===== src/rtl/omap_wr_biu.sv =====
// Output-feature-map write BIU: buffers merger results in a small FIFO and issues
// one arbiter write beat per result at base + idx*ADDR_STEP. Optional macro: OMAP_BIU_PERF_EN.
module omap_wr_biu #(
  parameter int DW         = 32,
  parameter int AW         = 32,
  parameter int FIFO_DEPTH = 4,
  parameter int ADDR_STEP  = 1,
  parameter int CNT_W      = 24
) (
  input  logic          clk,
  input  logic          rst_n,
  input  logic [7:0]    out_ch,
  input  logic [15:0]   map_size,
  input  logic [AW-1:0] omap_base_addr,
  input  logic          conv_start,
  output logic          omap_done,
  output logic          omap_busy,
  output logic          omap_biu2arb_req,
  output logic [AW-1:0] omap_biu2arb_addr,
  output logic [DW-1:0] omap_biu2arb_data,
  output logic          omap_biu2arb_vld,
  input  logic          omap_biu2arb_rdy,
  input  logic [DW-1:0] map_merger2omap_biu_data,
  input  logic          map_merger2omap_biu_vld,
  output logic          map_merger2omap_biu_rdy
`ifdef OMAP_BIU_PERF_EN
  ,
  output logic [31:0]   omap_stall_cnt
`endif
);

  localparam int PW = $clog2(FIFO_DEPTH);

  typedef enum logic [1:0] {IDLE, RUN, DRAIN, DONE} state_t;

  state_t           state, state_nxt;
  logic [CNT_W-1:0] total, in_cnt, out_cnt, total_calc;
  logic [23:0]      prod_full;
  logic [AW-1:0]    addr_q;
  logic [DW-1:0]    mem [FIFO_DEPTH];
  logic [PW:0]      wr_ptr, rd_ptr;
  logic             fifo_empty, fifo_full;
  logic             start_ok, in_fire, out_fire, last_in, last_out;

  assign prod_full  = {8'b0, map_size} * {16'b0, out_ch};
  assign total_calc = CNT_W'(prod_full);

  assign fifo_empty = (wr_ptr == rd_ptr);
  assign fifo_full  = (wr_ptr[PW] != rd_ptr[PW]) && (wr_ptr[PW-1:0] == rd_ptr[PW-1:0]);

  assign start_ok = conv_start && (state == IDLE);
  assign in_fire  = map_merger2omap_biu_vld && map_merger2omap_biu_rdy;
  assign out_fire = omap_biu2arb_vld && omap_biu2arb_rdy;
  assign last_in  = in_fire && (in_cnt == total - CNT_W'(1));
  assign last_out = out_fire && (out_cnt == total - CNT_W'(1));

  // rdy is built from registered state only, so a full FIFO blocks input even when popping
  assign map_merger2omap_biu_rdy = (state == RUN) && !fifo_full && (in_cnt < total);
  assign omap_biu2arb_vld  = !fifo_empty;
  assign omap_biu2arb_data = mem[rd_ptr[PW-1:0]];
  assign omap_biu2arb_addr = addr_q;
  assign omap_biu2arb_req  = (state == RUN) || (state == DRAIN);
  assign omap_busy         = (state != IDLE);
  assign omap_done         = (state == DONE);

  always_comb begin
    state_nxt = state;
    case (state)
      IDLE:  if (conv_start) state_nxt = (total_calc == '0) ? DONE : RUN;
      RUN: begin
        if (last_in && last_out) state_nxt = DONE;
        else if (last_in)        state_nxt = DRAIN;
      end
      DRAIN: if (last_out) state_nxt = DONE;
      DONE:  state_nxt = IDLE;
      default: state_nxt = IDLE;
    endcase
  end

  always_ff @(posedge clk or negedge rst_n) begin
    if (!rst_n) begin
      state   <= IDLE;
      total   <= '0;
      in_cnt  <= '0;
      out_cnt <= '0;
      addr_q  <= '0;
    end else begin
      state <= state_nxt;
      if (start_ok) begin
        total   <= total_calc;
        in_cnt  <= '0;
        out_cnt <= '0;
        addr_q  <= omap_base_addr;
      end else begin
        if (in_fire) in_cnt <= in_cnt + CNT_W'(1);
        if (out_fire) begin
          out_cnt <= out_cnt + CNT_W'(1);
          addr_q  <= addr_q + AW'(ADDR_STEP);
        end
      end
    end
  end

  always_ff @(posedge clk or negedge rst_n) begin
    if (!rst_n) begin
      wr_ptr <= '0;
      rd_ptr <= '0;
      for (int unsigned i = 0; i < FIFO_DEPTH; i++) mem[i] <= '0;
    end else begin
      if (in_fire) begin
        mem[wr_ptr[PW-1:0]] <= map_merger2omap_biu_data;
        wr_ptr <= wr_ptr + (PW+1)'(1);
      end
      if (out_fire) rd_ptr <= rd_ptr + (PW+1)'(1);
    end
  end

`ifdef OMAP_BIU_PERF_EN
  logic stall_evt;
  assign stall_evt = (omap_biu2arb_vld && !omap_biu2arb_rdy) ||
                     ((state == RUN) && map_merger2omap_biu_vld && !map_merger2omap_biu_rdy);

  always_ff @(posedge clk or negedge rst_n) begin
    if (!rst_n)                               omap_stall_cnt <= '0;
    else if (start_ok)                        omap_stall_cnt <= '0;
    else if (stall_evt && omap_stall_cnt != '1) omap_stall_cnt <= omap_stall_cnt + 32'd1;
  end
`endif

endmodule


===== config.mk =====
export PLATFORM = sky130hd
export DESIGN_NAME = omap_wr_biu
export DESIGN_NICKNAME = d
export VERILOG_FILES = /design/src/rtl/omap_wr_biu.sv
export SDC_FILE = /design/constraint.sdc
export NUM_CORES = 1
export LEC_CHECK = 0
export ABC_AREA = 1
export BUFFER_PORTS_ARGS = -buffer_cell sky130_fd_sc_hd__buf_2
export CORE_MARGIN = 3
export CORE_UTILIZATION = 53
export CTS_BUF_LIST = sky130_fd_sc_hd__clkbuf_4 sky130_fd_sc_hd__clkbuf_8
export DETAILED_ROUTE_END_ITERATION = 10
export PLACE_DENSITY = 0.77
export SLEW_MARGIN = 20
export SYNTH_ARGS = -nofsm -noshare
export SYNTH_HDL_FRONTEND = slang
export SYNTH_SLANG_ARGS = --single-unit

===== constraint.sdc =====
create_clock -name clk -period 2.15 [get_ports clk]
set_input_delay 0.5375 -clock clk [delete_from_list [all_inputs] [get_ports clk]]
set_output_delay 0.5375 -clock clk [all_outputs]
set_load 0.005 [all_outputs]

==> reports/results.env, run 1 <==
HPWLAFTERDP_MM=42.1
PLACEMENTROWS=67
YOSYS_WARNINGS=0
TOP_LEVEL_PORT_COUNT=162
SYNTH_FF_TYPE='sky130_fd_sc_hd__dfrtp_1'
FRACTION_OF_POST_SYNTHESIS_CELL_AREA_IN_THE_TOP_CELL_TYPE_BY_AREA_PCT=33.1
SYN_AREA_SQ_UM=18200
CTSROOTBUFFERMASTER='sky130_fd_sc_hd__clkbuf_8'
CTS_MADE_BUFFERS=40
POSTSYNTHREGISTERBITS=240
SYN-NUM-NETS=2789
SYNTH_SEQ_AREA_SHARE_PCT=33.1
INITIAL_CORE_UTIL_PCT=54.0
DIE_WIDTH_UM=191
SYNTHARSTFLOPSHARE_PCT=100
OUTCOME='stopped before the end'
PLACE_CONGESTION=1.05
NETLIST_INSTANCES=2530
NUMPORTBUFFERS=161
GRT.TOTAL_USAGE_PCT=79.2
GLOBALROUTE.REPAIR_TIMING.WORST_ENDPOINT='state[1]$_DFFE_PN0P_/D'
AVGSYNTHCELLAREA_SQ_UM=7.18
SYNTH.DISTINCT_CELLS=45
PRE_CTS_SLACK_NS=-2.63
LAST_STAGE='5_1_grt'
FLOW.FIRST_ERROR='[ERROR GRT-0232] Routing congestion too high. Check the congestion heatmap in the GUI.'
SYNTH_AREA_LEADERS='sky130_fd_sc_hd__dfrtp_1, sky130_fd_sc_hd__nand2_1, sky130_fd_sc_hd__fa_1, sky130_fd_sc_hd__inv_1, sky130_fd_sc_hd__o21ai_0'
DIE_BOUNDARY_HEIGHT_UM=191
YOSYS.AREA.TOP_TYPE='sky130_fd_sc_hd__dfrtp_1'
SYNTH_ENABLE_FLOP_CELLS=0
GRT_START_MAX_NET_PINS=74
HTREE_LEVELS=2
CTSLONGESTPATHBUFFERS=3
ENDPOINT_TYPE='register input'
GRT-OVFL-TOTAL=318
CTS.SINKS=240
-- cells by family after synthesis --
| group | synth area share (%) |
|---|---|
| flops | 33.1 |
| simple gates | 26.6 |
| xor+xnor | 1.98 |
| compound gates | 12.8 |
| buf+inv | 10.6 |
| fa+ha+maj | 14.9 |
-- per-stage QoR --
stage | utilization, % | area (sq um) | std cells
2_1_floorplan | - | 18800 | 2530
3_3_place_gp | 65.5 | 22000 | 3345
3_5_place_dp | 65.5 | 22000 | 3345
4_1_cts | 75.4 | 25400 | 3466
-- per-layer routing --
layer | track usage, % | GRT overflow
met1 | 77.6 | 8
met2 | 92.5 | 179
met3 | 68.6 | 15
met4 | 79.6 | 110
met5 | 42.9 | 6
-- synthesized netlist by cell type, drive strengths merged, types with 7 or more instances --
master	number
nor2	235
o21ai	288
xor2	30
xnor2	11
nor3	42
fa	84
inv	403
nand3	143
clkbuf	95
dfrtp	240
o211ai	7
o22ai	47
ha	82
a21oi	77
nand2	657
buf	9
nor4	14
nand4	35
nand3b	8
-- what timing repair did --
item                       CTS
pin swaps                   87
buffers inserted            32
hold endpoints to repair    21
hold buffers                 1
gates resized for setup    500
setup endpoints to repair  222
gates cloned                32
==> inputs of run 2 (changes only) <==
--- a/config.mk
+++ b/config.mk
@@ -8,10 +8,9 @@
 export ABC_AREA = 1
 export BUFFER_PORTS_ARGS = -buffer_cell sky130_fd_sc_hd__buf_2
 export CORE_MARGIN = 3
-export CORE_UTILIZATION = 53
-export CTS_BUF_LIST = sky130_fd_sc_hd__clkbuf_4 sky130_fd_sc_hd__clkbuf_8
+export CORE_UTILIZATION = 38
 export DETAILED_ROUTE_END_ITERATION = 10
-export PLACE_DENSITY = 0.77
+export PLACE_DENSITY_LB_ADDON = 0.15
 export SLEW_MARGIN = 20
 export SYNTH_ARGS = -nofsm -noshare
 export SYNTH_HDL_FRONTEND = slang
==> constraint.sdc (replaced) <==
create_clock -name clk -period 2.8 [get_ports clk]
set_input_delay 0.7 -clock clk [delete_from_list [all_inputs] [get_ports clk]]
set_output_delay 0.7 -clock clk [all_outputs]
set_load 0.005 [all_outputs]
==> run 2 against run 1 <==
Compared with the run above: the flow now finishes, with violations (negative setup slack); synthesized cell count unchanged; synthesized area stayed put.
==> reports/results.env, run 2 <==
DIE-AREA_SQ_UM=50400
YOSYS.AREA.TOP_TYPE='sky130_fd_sc_hd__dfrtp_1'
SETUP_TNS_NS=-20.91
VIAS_PER_CELL=5.09
HTREE_LEVELS=1
NETLIST_INSTANCES=2530
TOP_REGISTER='mem'
SYNTH_ENABLE_FLOP_CELLS=0
TOTAL_LEAKAGE_POWER_nW=12.4
FAILED_CHECKS='negative setup slack'
FILLERINSTANCES=4561
FRACTION_OF_POST_SYNTHESIS_CELL_AREA_IN_THE_TOP_CELL_TYPE_BY_AREA_PCT=33.1
DRT_DRC_VIOLATIONS_LEFT=0
DIE_WIDTH_UM=225
TIMING.MAX_SLEW.REL_SLACK_PCT=39.4
PATH_DELAY_FAMILY='adder cells'
FMAX_MHz=242
CRITICAL_PATH_ARRIVAL_NS=4.58
DRTITER0DRC=1344
CTSROOTBUFFERMASTER='sky130_fd_sc_hd__clkbuf_16'
DRT_PASS1_ITERATIONS=7
WORST_PATH_LARGEST_CELL_DELAY_NS=0.49
HOLD_VIOLATIONS=0
SYNTH_SEQ_AREA_SHARE_PCT=33.1
NUMPORTBUFFERS=161
FINAL_SLEW_VIOLATIONS=0
IR_DROP_uV=641
DRT-WIRELENGTH-PER-CELL_UM=17.3
GRT-OVFL-TOTAL=0
BUFFERS_INVERTERS_ON_CRITICAL_PATH=9
CRIT_PATH_END_KIND='flop'
HPWLAFTERDP_MM=43.0
SYNTHARSTFLOPSHARE_PCT=100
ACTUAL_SLEW_AT_THE_WORST_MAX_SLEW_PIN_NS=0.908
SYNTH_COMMON_CELLS='sky130_fd_sc_hd__nand2_1, sky130_fd_sc_hd__inv_1, sky130_fd_sc_hd__o21ai_0'
LAYOUT.CELLS.NON_FILLER=3508
CRITICAL_PATH_S_SLOWEST_CELL='sky130_fd_sc_hd__fa_1'
POWER-PER-CELL-AREA_nW_PER_UM2=1130
LAYOUT_COMMONEST_CELL='sky130_fd_sc_hd__nand2_1'
CTS_TREE='done'
DRT.ANTENNA.VIOLATING_NETS=0
FIRST_GLOBAL_VIAS=17400
DRV_CAP=0
LARGEST_REGISTER_FF_COUNT=128
TOP_LEVEL_PORT_COUNT=162
INITIAL_CORE_UTIL_PCT=38.7
MIN_PATH_TYPE='input port to asynchronous set/reset pin'
CTS_MADE_BUFFERS=28
GRT_SETUP_UNREPAIRED='yes'
CRIT_PATH_MAX_FANOUT=6
FLOORPLAN.CORE_AREA_SQ_UM=46900
AVGSYNTHCELLAREA_SQ_UM=7.18
POSTSYNTHREGISTERBITS=240
CTSLONGESTPATHBUFFERS=3
NNETSFINAL=3138
CRIT_TOP_CELL='sky130_fd_sc_hd__fa_1'
POST_ROUTE_CELLS_DRIVE_ABOVE_1_SHARE_PCT=27.4
POST-ROUTE-WORST-SETUP-SLACK_NS=-1.33
SETUP_VIOLATIONS=22
HOLD_BUFFERS=0
AREAGROWTHSYNTHTOFINISH_PCT=34.0
SYN_AREA_SQ_UM=18200
SYN-NUM-NETS=2789
SYNTH.DISTINCT_CELLS=45
YOSYS_WARNINGS=0
PATH_CLASS='input port to flop'
SYNTH_AREA_LEADERS='sky130_fd_sc_hd__dfrtp_1, sky130_fd_sc_hd__nand2_1, sky130_fd_sc_hd__fa_1, sky130_fd_sc_hd__inv_1, sky130_fd_sc_hd__o21ai_0'
SETUP.WORST_PATH.START_CLASS='input port'
SYNTHMOSTINSTANTIATEDCELL='sky130_fd_sc_hd__nand2_1'
DRT-TOTAL-WL_MM=60.6
OUTCOME='finished, violations left'
GRT_ANTENNA_BEFORE_REPAIR=2
PERIOD_MINUS_SLACK_NS=4.13
PLACE_CONGESTION=0.914
PLACEMENTROWS=79
CP.REQUIRED_NS=3.24
GRT.TOTAL_USAGE_PCT=22.6
ROUTE.VIAS.TOTAL=17900
CLOCK-SKEW-FINAL_NS=0.0257
CLK_PIN_SLEW_NS=0.06
CTS.SINKS=240
SYNTH_FF_TYPE='sky130_fd_sc_hd__dfrtp_1'
FIN_CRIT_SH_PCT=148
MOSTFREQUENTLAYOUTCELLS='sky130_fd_sc_hd__nand2_1, sky130_fd_sc_hd__inv_1, sky130_fd_sc_hd__dfrtp_1'
INSERTION_DELAY_NS=0.57
GRT_START_MAX_NET_PINS=103
PLACED_CELLS_INCL_TAPS=3379
DIE_BOUNDARY_HEIGHT_UM=225
FINAL_CORE_UTIL_PCT=51.9
PRE_CTS_SLACK_NS=-2.14
GRT_FIRST_PASS_WIRELENGTH_MM=92.7
==> run 2: area by class of cell <==
cell class / instances / area [sq um] / area share, %
clock buffer: 44 / 882 / 3.63
timing repair buffer: 422 / 3660 / 15.1
multi-input combinational: 1782 / 11400 / 46.9
antenna: 1 / 2.50 / 0.0103
clock inverter: 7 / 62.6 / 0.257
inverter: 405 / 1530 / 6.27
sequential: 240 / 6010 / 24.7
tap: 607 / 759 / 3.12
==> run 2: layer usage <==
metal	GRT usage [%]	routed length (um)	vias to the layer above
met5	0	13	-
met3	2.82	2840	94
met2	37.8	28500	435
li1	-	-	8752
met4	5.84	1710	2
met1	31.3	27600	8583
==> run 2: path summary, 6_finish.rpt <==
| path | start | end | depth (start not counted) | slack [ns] |
|---|---|---|---|---|
| max in group asynchronous | rst_n | mem[55] | 2 | 1.94 |
| min in group clk | omap_base_addr[15] | omap_biu2arb_addr[15] | 3 | 0.36 |
| worst min-delay path | rst_n | out_cnt[20] | 1 | 0.08 |
| worst max-delay path | out_ch[3] | state[1] | 27 | -1.33 |
| worst min register to register | mem[91] | mem[91] | 2 | 0.48 |
| worst max register to register | total[17] | mem[58] | 18 | 0.05 |
==> run 2: timing repair <==
| action | 4_1_cts | 5_1_grt |
|---|---|---|
| resized for setup | 232 | 200 |
| gates cloned | 4 | 13 |
| setup buffers | 34 | 36 |
| pin swaps | 94 | 53 |
| setup endpoints to repair | 34 | 122 |
==> run 2: cells by family (layout without fill, tap and decap cells) <==
logic type      Yosys count  count (layout)  share of synthesized area (%)
fa+ha+maj               166             166                           14.9
xor+xnor                 41              41                           1.98
buf+inv                 509             878                           10.6
other cells               0               1                              0
simple gates           1137            1138                           26.6
flops                   240             240                           33.1
compound gates          437             437                           12.8
==> run 2: per-stage QoR <==
stage / instance area (sq um) / total power [mW] / hold WS [ns]
after global routing: 24300 / 29.7 / 0.131
after floorplan: 18600 / 14.5 / 0.404
after detailed placement: 21200 / 20.4 / 0.469
after CTS: 23200 / 25.9 / 0.100
after global placement: 21200 / 20.2 / 0.461
final: 24300 / 27.5 / 0.0838
==> run 2: power by group <==
group / switching (mW) / internal, mW / total (mW)
clock: 1.52 / 2.24 / 3.76
combinational: 9.88 / 8.04 / 17.9
sequential: 1.04 / 4.78 / 5.81
No activity file was read; power rests on OpenSTA's default activity.
==> inputs of run 3 (changes only) <==
--- a/config.mk
+++ b/config.mk
@@ -9,6 +9,7 @@
 export BUFFER_PORTS_ARGS = -buffer_cell sky130_fd_sc_hd__buf_2
 export CORE_MARGIN = 3
 export CORE_UTILIZATION = 38
+export CTS_BUF_LIST = sky130_fd_sc_hd__clkbuf_16
 export DETAILED_ROUTE_END_ITERATION = 10
 export PLACE_DENSITY_LB_ADDON = 0.15
 export SLEW_MARGIN = 20
==> run 3 against run 2 <==
Compared with the run above: utilization shrank 0.062 points; the flow still finishes with violations (negative setup slack); clock power shrank 8.0%; non-clock buffer count grew 4; count of clock-buffer cells in the layout shrank 15; highest routed layer unchanged; first-iteration DRC count grew 2.6%; final cell count grew 0.14%; critical endpoint unchanged; final area shrank 0.12%.
==> reports/results.env, run 3 (synthesis gave the netlist of run 2 again) <==
MULTI_INPUT_COMB_AREA_SQ_UM=11400
DIE_BOUNDARY_HEIGHT_UM=225
CTSROOTBUFFERMASTER='sky130_fd_sc_hd__clkbuf_16'
CLOCK-SKEW-FINAL_NS=0.0293
CP-STARTPOINT='out_ch[3]'
GRT-OVFL-TOTAL=0
WORSTREG2REGEND='mem[58]'
GRT_FIRST_PASS_WIRELENGTH_MM=92.7
CRITICAL_PATH_ARRIVAL_NS=4.58
FMAX_MHz=242
WORST_PATH_LARGEST_CELL_DELAY_NS=0.49
SETUP_VIOLATIONS=22
FIN_CRIT_SH_PCT=148
FINALPOWER_mW=27.3
OUTCOME='finished, violations left'
DRT_DRC_VIOLATIONS_LEFT=0
CP.REQUIRED_NS=3.24
DIE_WIDTH_UM=225
FLOORPLAN.CORE_AREA_SQ_UM=46900
ACTUAL_SLEW_AT_THE_WORST_MAX_SLEW_PIN_NS=0.907
DRT.ANTENNA.VIOLATING_NETS=0
PLACED_CELLS_INCL_TAPS=3379
INITIAL_CORE_UTIL_PCT=38.7
CRIT-REG2REG-LAUNCH='total[17]'
DRV_CAP=0
AREAGROWTHSYNTHTOFINISH_PCT=33.8
DRTITER0DRC=1379
GRT_ANTENNA_BEFORE_REPAIR=2
GRT_START_MAX_NET_PINS=103
PLACEMENTROWS=79
CTS_MADE_BUFFERS=28
VIAS_PER_CELL=5.11
DIE-AREA_SQ_UM=50400
LARGEST_REGISTER_FF_COUNT=128
PRE_CTS_SLACK_NS=-2.14
HPWLAFTERDP_MM=43.0
FINAL_SLEW_VIOLATIONS=0
POST-ROUTE-WORST-SETUP-SLACK_NS=-1.34
PERIOD_MINUS_SLACK_NS=4.14
POWER-PER-CELL-AREA_nW_PER_UM2=1120
CRIT_PATH_END_KIND='flop'
CRITICAL_PATH_S_SLOWEST_CELL='sky130_fd_sc_hd__fa_1'
GRT.TOTAL_USAGE_PCT=22.6
GRT_SETUP_UNREPAIRED='yes'
PATH_DELAY_FAMILY='adder cells'
FINAL_CORE_UTIL_PCT=51.9
PLACE_CONGESTION=0.914
DRT-WIRELENGTH-PER-CELL_UM=17.4
POST_ROUTE_CELLS_DRIVE_ABOVE_1_SHARE_PCT=27.1
BUFFERS_INVERTERS_ON_CRITICAL_PATH=9
TOP_LEVEL_PORT_COUNT=162
IR_DROP_uV=643
HTREE_LEVELS=1
INSERTION_DELAY_NS=0.57
DRT-TOTAL-WL_MM=61.0
NNETSFINAL=3143
MIN_PATH_TYPE='input port to asynchronous set/reset pin'
CRIT_TOP_CELL='sky130_fd_sc_hd__fa_1'
PATH_CLASS='input port to flop'
TOTAL_LEAKAGE_POWER_nW=12.4
TIMING.MAX_SLEW.REL_SLACK_PCT=39.5
MOSTFREQUENTLAYOUTCELLS='sky130_fd_sc_hd__nand2_1, sky130_fd_sc_hd__inv_1, sky130_fd_sc_hd__dfrtp_1'
LAYOUT.CELLS.NON_FILLER=3513
HOLD_VIOLATIONS=0
DRT_PASS1_ITERATIONS=7
CRIT_PATH_MAX_FANOUT=6
SETUP.WORST_PATH.START_CLASS='input port'
CTS.SINKS=240
SETUP.REG_TO_REG.WORST_SLACK_NS=0.05
REGISTER_AREA_SQ_UM=6010
TOP_REGISTER='mem'
FIRST_GLOBAL_VIAS=17400
LAYOUT_COMMONEST_CELL='sky130_fd_sc_hd__nand2_1'
CTS_TREE='done'
ROUTE.VIAS.TOTAL=18000
R2R.WORST_PATH.CELLS=18
CTSLONGESTPATHBUFFERS=3
CLK_PIN_SLEW_NS=0.06
NUMPORTBUFFERS=161
FILLERINSTANCES=4567
FAILED_CHECKS='negative setup slack'
[run 3: cell type report]
| cell class | count | share of cell area, % |
|---|---|---|
| multi-input cells | 1783 | 47.0 |
| flip-flops and latches | 240 | 24.7 |
| repair buffers | 426 | 15.4 |
| inverters | 405 | 6.28 |
| well taps | 607 | 3.13 |
| clock buffers | 29 | 2.99 |
| clock inverters | 22 | 0.489 |
| diodes | 1 | 0.0103 |
[run 3: worst max path at each step]
stage               slack (ns)       end  cells after the start
floorplan                -1.73  state[1]                     27
global placement         -2.07  state[1]                     25
detailed placement       -2.14  state[1]                     25
CTS                      -1.33  state[1]                     25
global route             -1.57  state[1]                     22
finish                   -1.34  state[1]                     27
[run 3: through the flow]
stage / setup TNS, ns / cell area [sq um] / hold slack (ns)
global route: -25.35 / 24300 / 0.132
global placement: -34.56 / 21200 / 0.461
floorplan: -25.97 / 18600 / 0.404
detailed placement: -36.01 / 21200 / 0.469
CTS: -19.64 / 23100 / 0.101
finish: -20.95 / 24300 / 0.0865
[run 3: layer usage]
layer | track usage [%] | routed length [um]
met1 | 31.3 | 27600
met3 | 2.79 | 3040
met4 | 5.88 | 1670
met5 | 0 | 13
met2 | 37.7 | 28700
[run 3: timing repair]
action / 4_1_cts / 5_1_grt
gates cloned: 4 / 18
setup endpoints to repair: 33 / 121
resized for setup: 231 / 221
pin swaps: 94 / 53
buffers inserted: 34 / 36
hold buffers: 0 / 0
[run 3: worst register-to-register path: cells and delay by family, from the launching register on]
family | cells | cell delay [ns]
compound gates | 4 | 0.50
fa+ha+maj | 1 | 0.21
buf+inv | 7 | 0.98
flops | 1 | 0.38
simple gates | 6 | 0.55
[run 3: report_power, final]
group	total (mW)	internal (mW)	switching [mW]
clock network	3.46	1.94	1.52
logic	18.0	8.09	9.91
registers	5.81	4.78	1.03
total	27.3	14.8	12.5
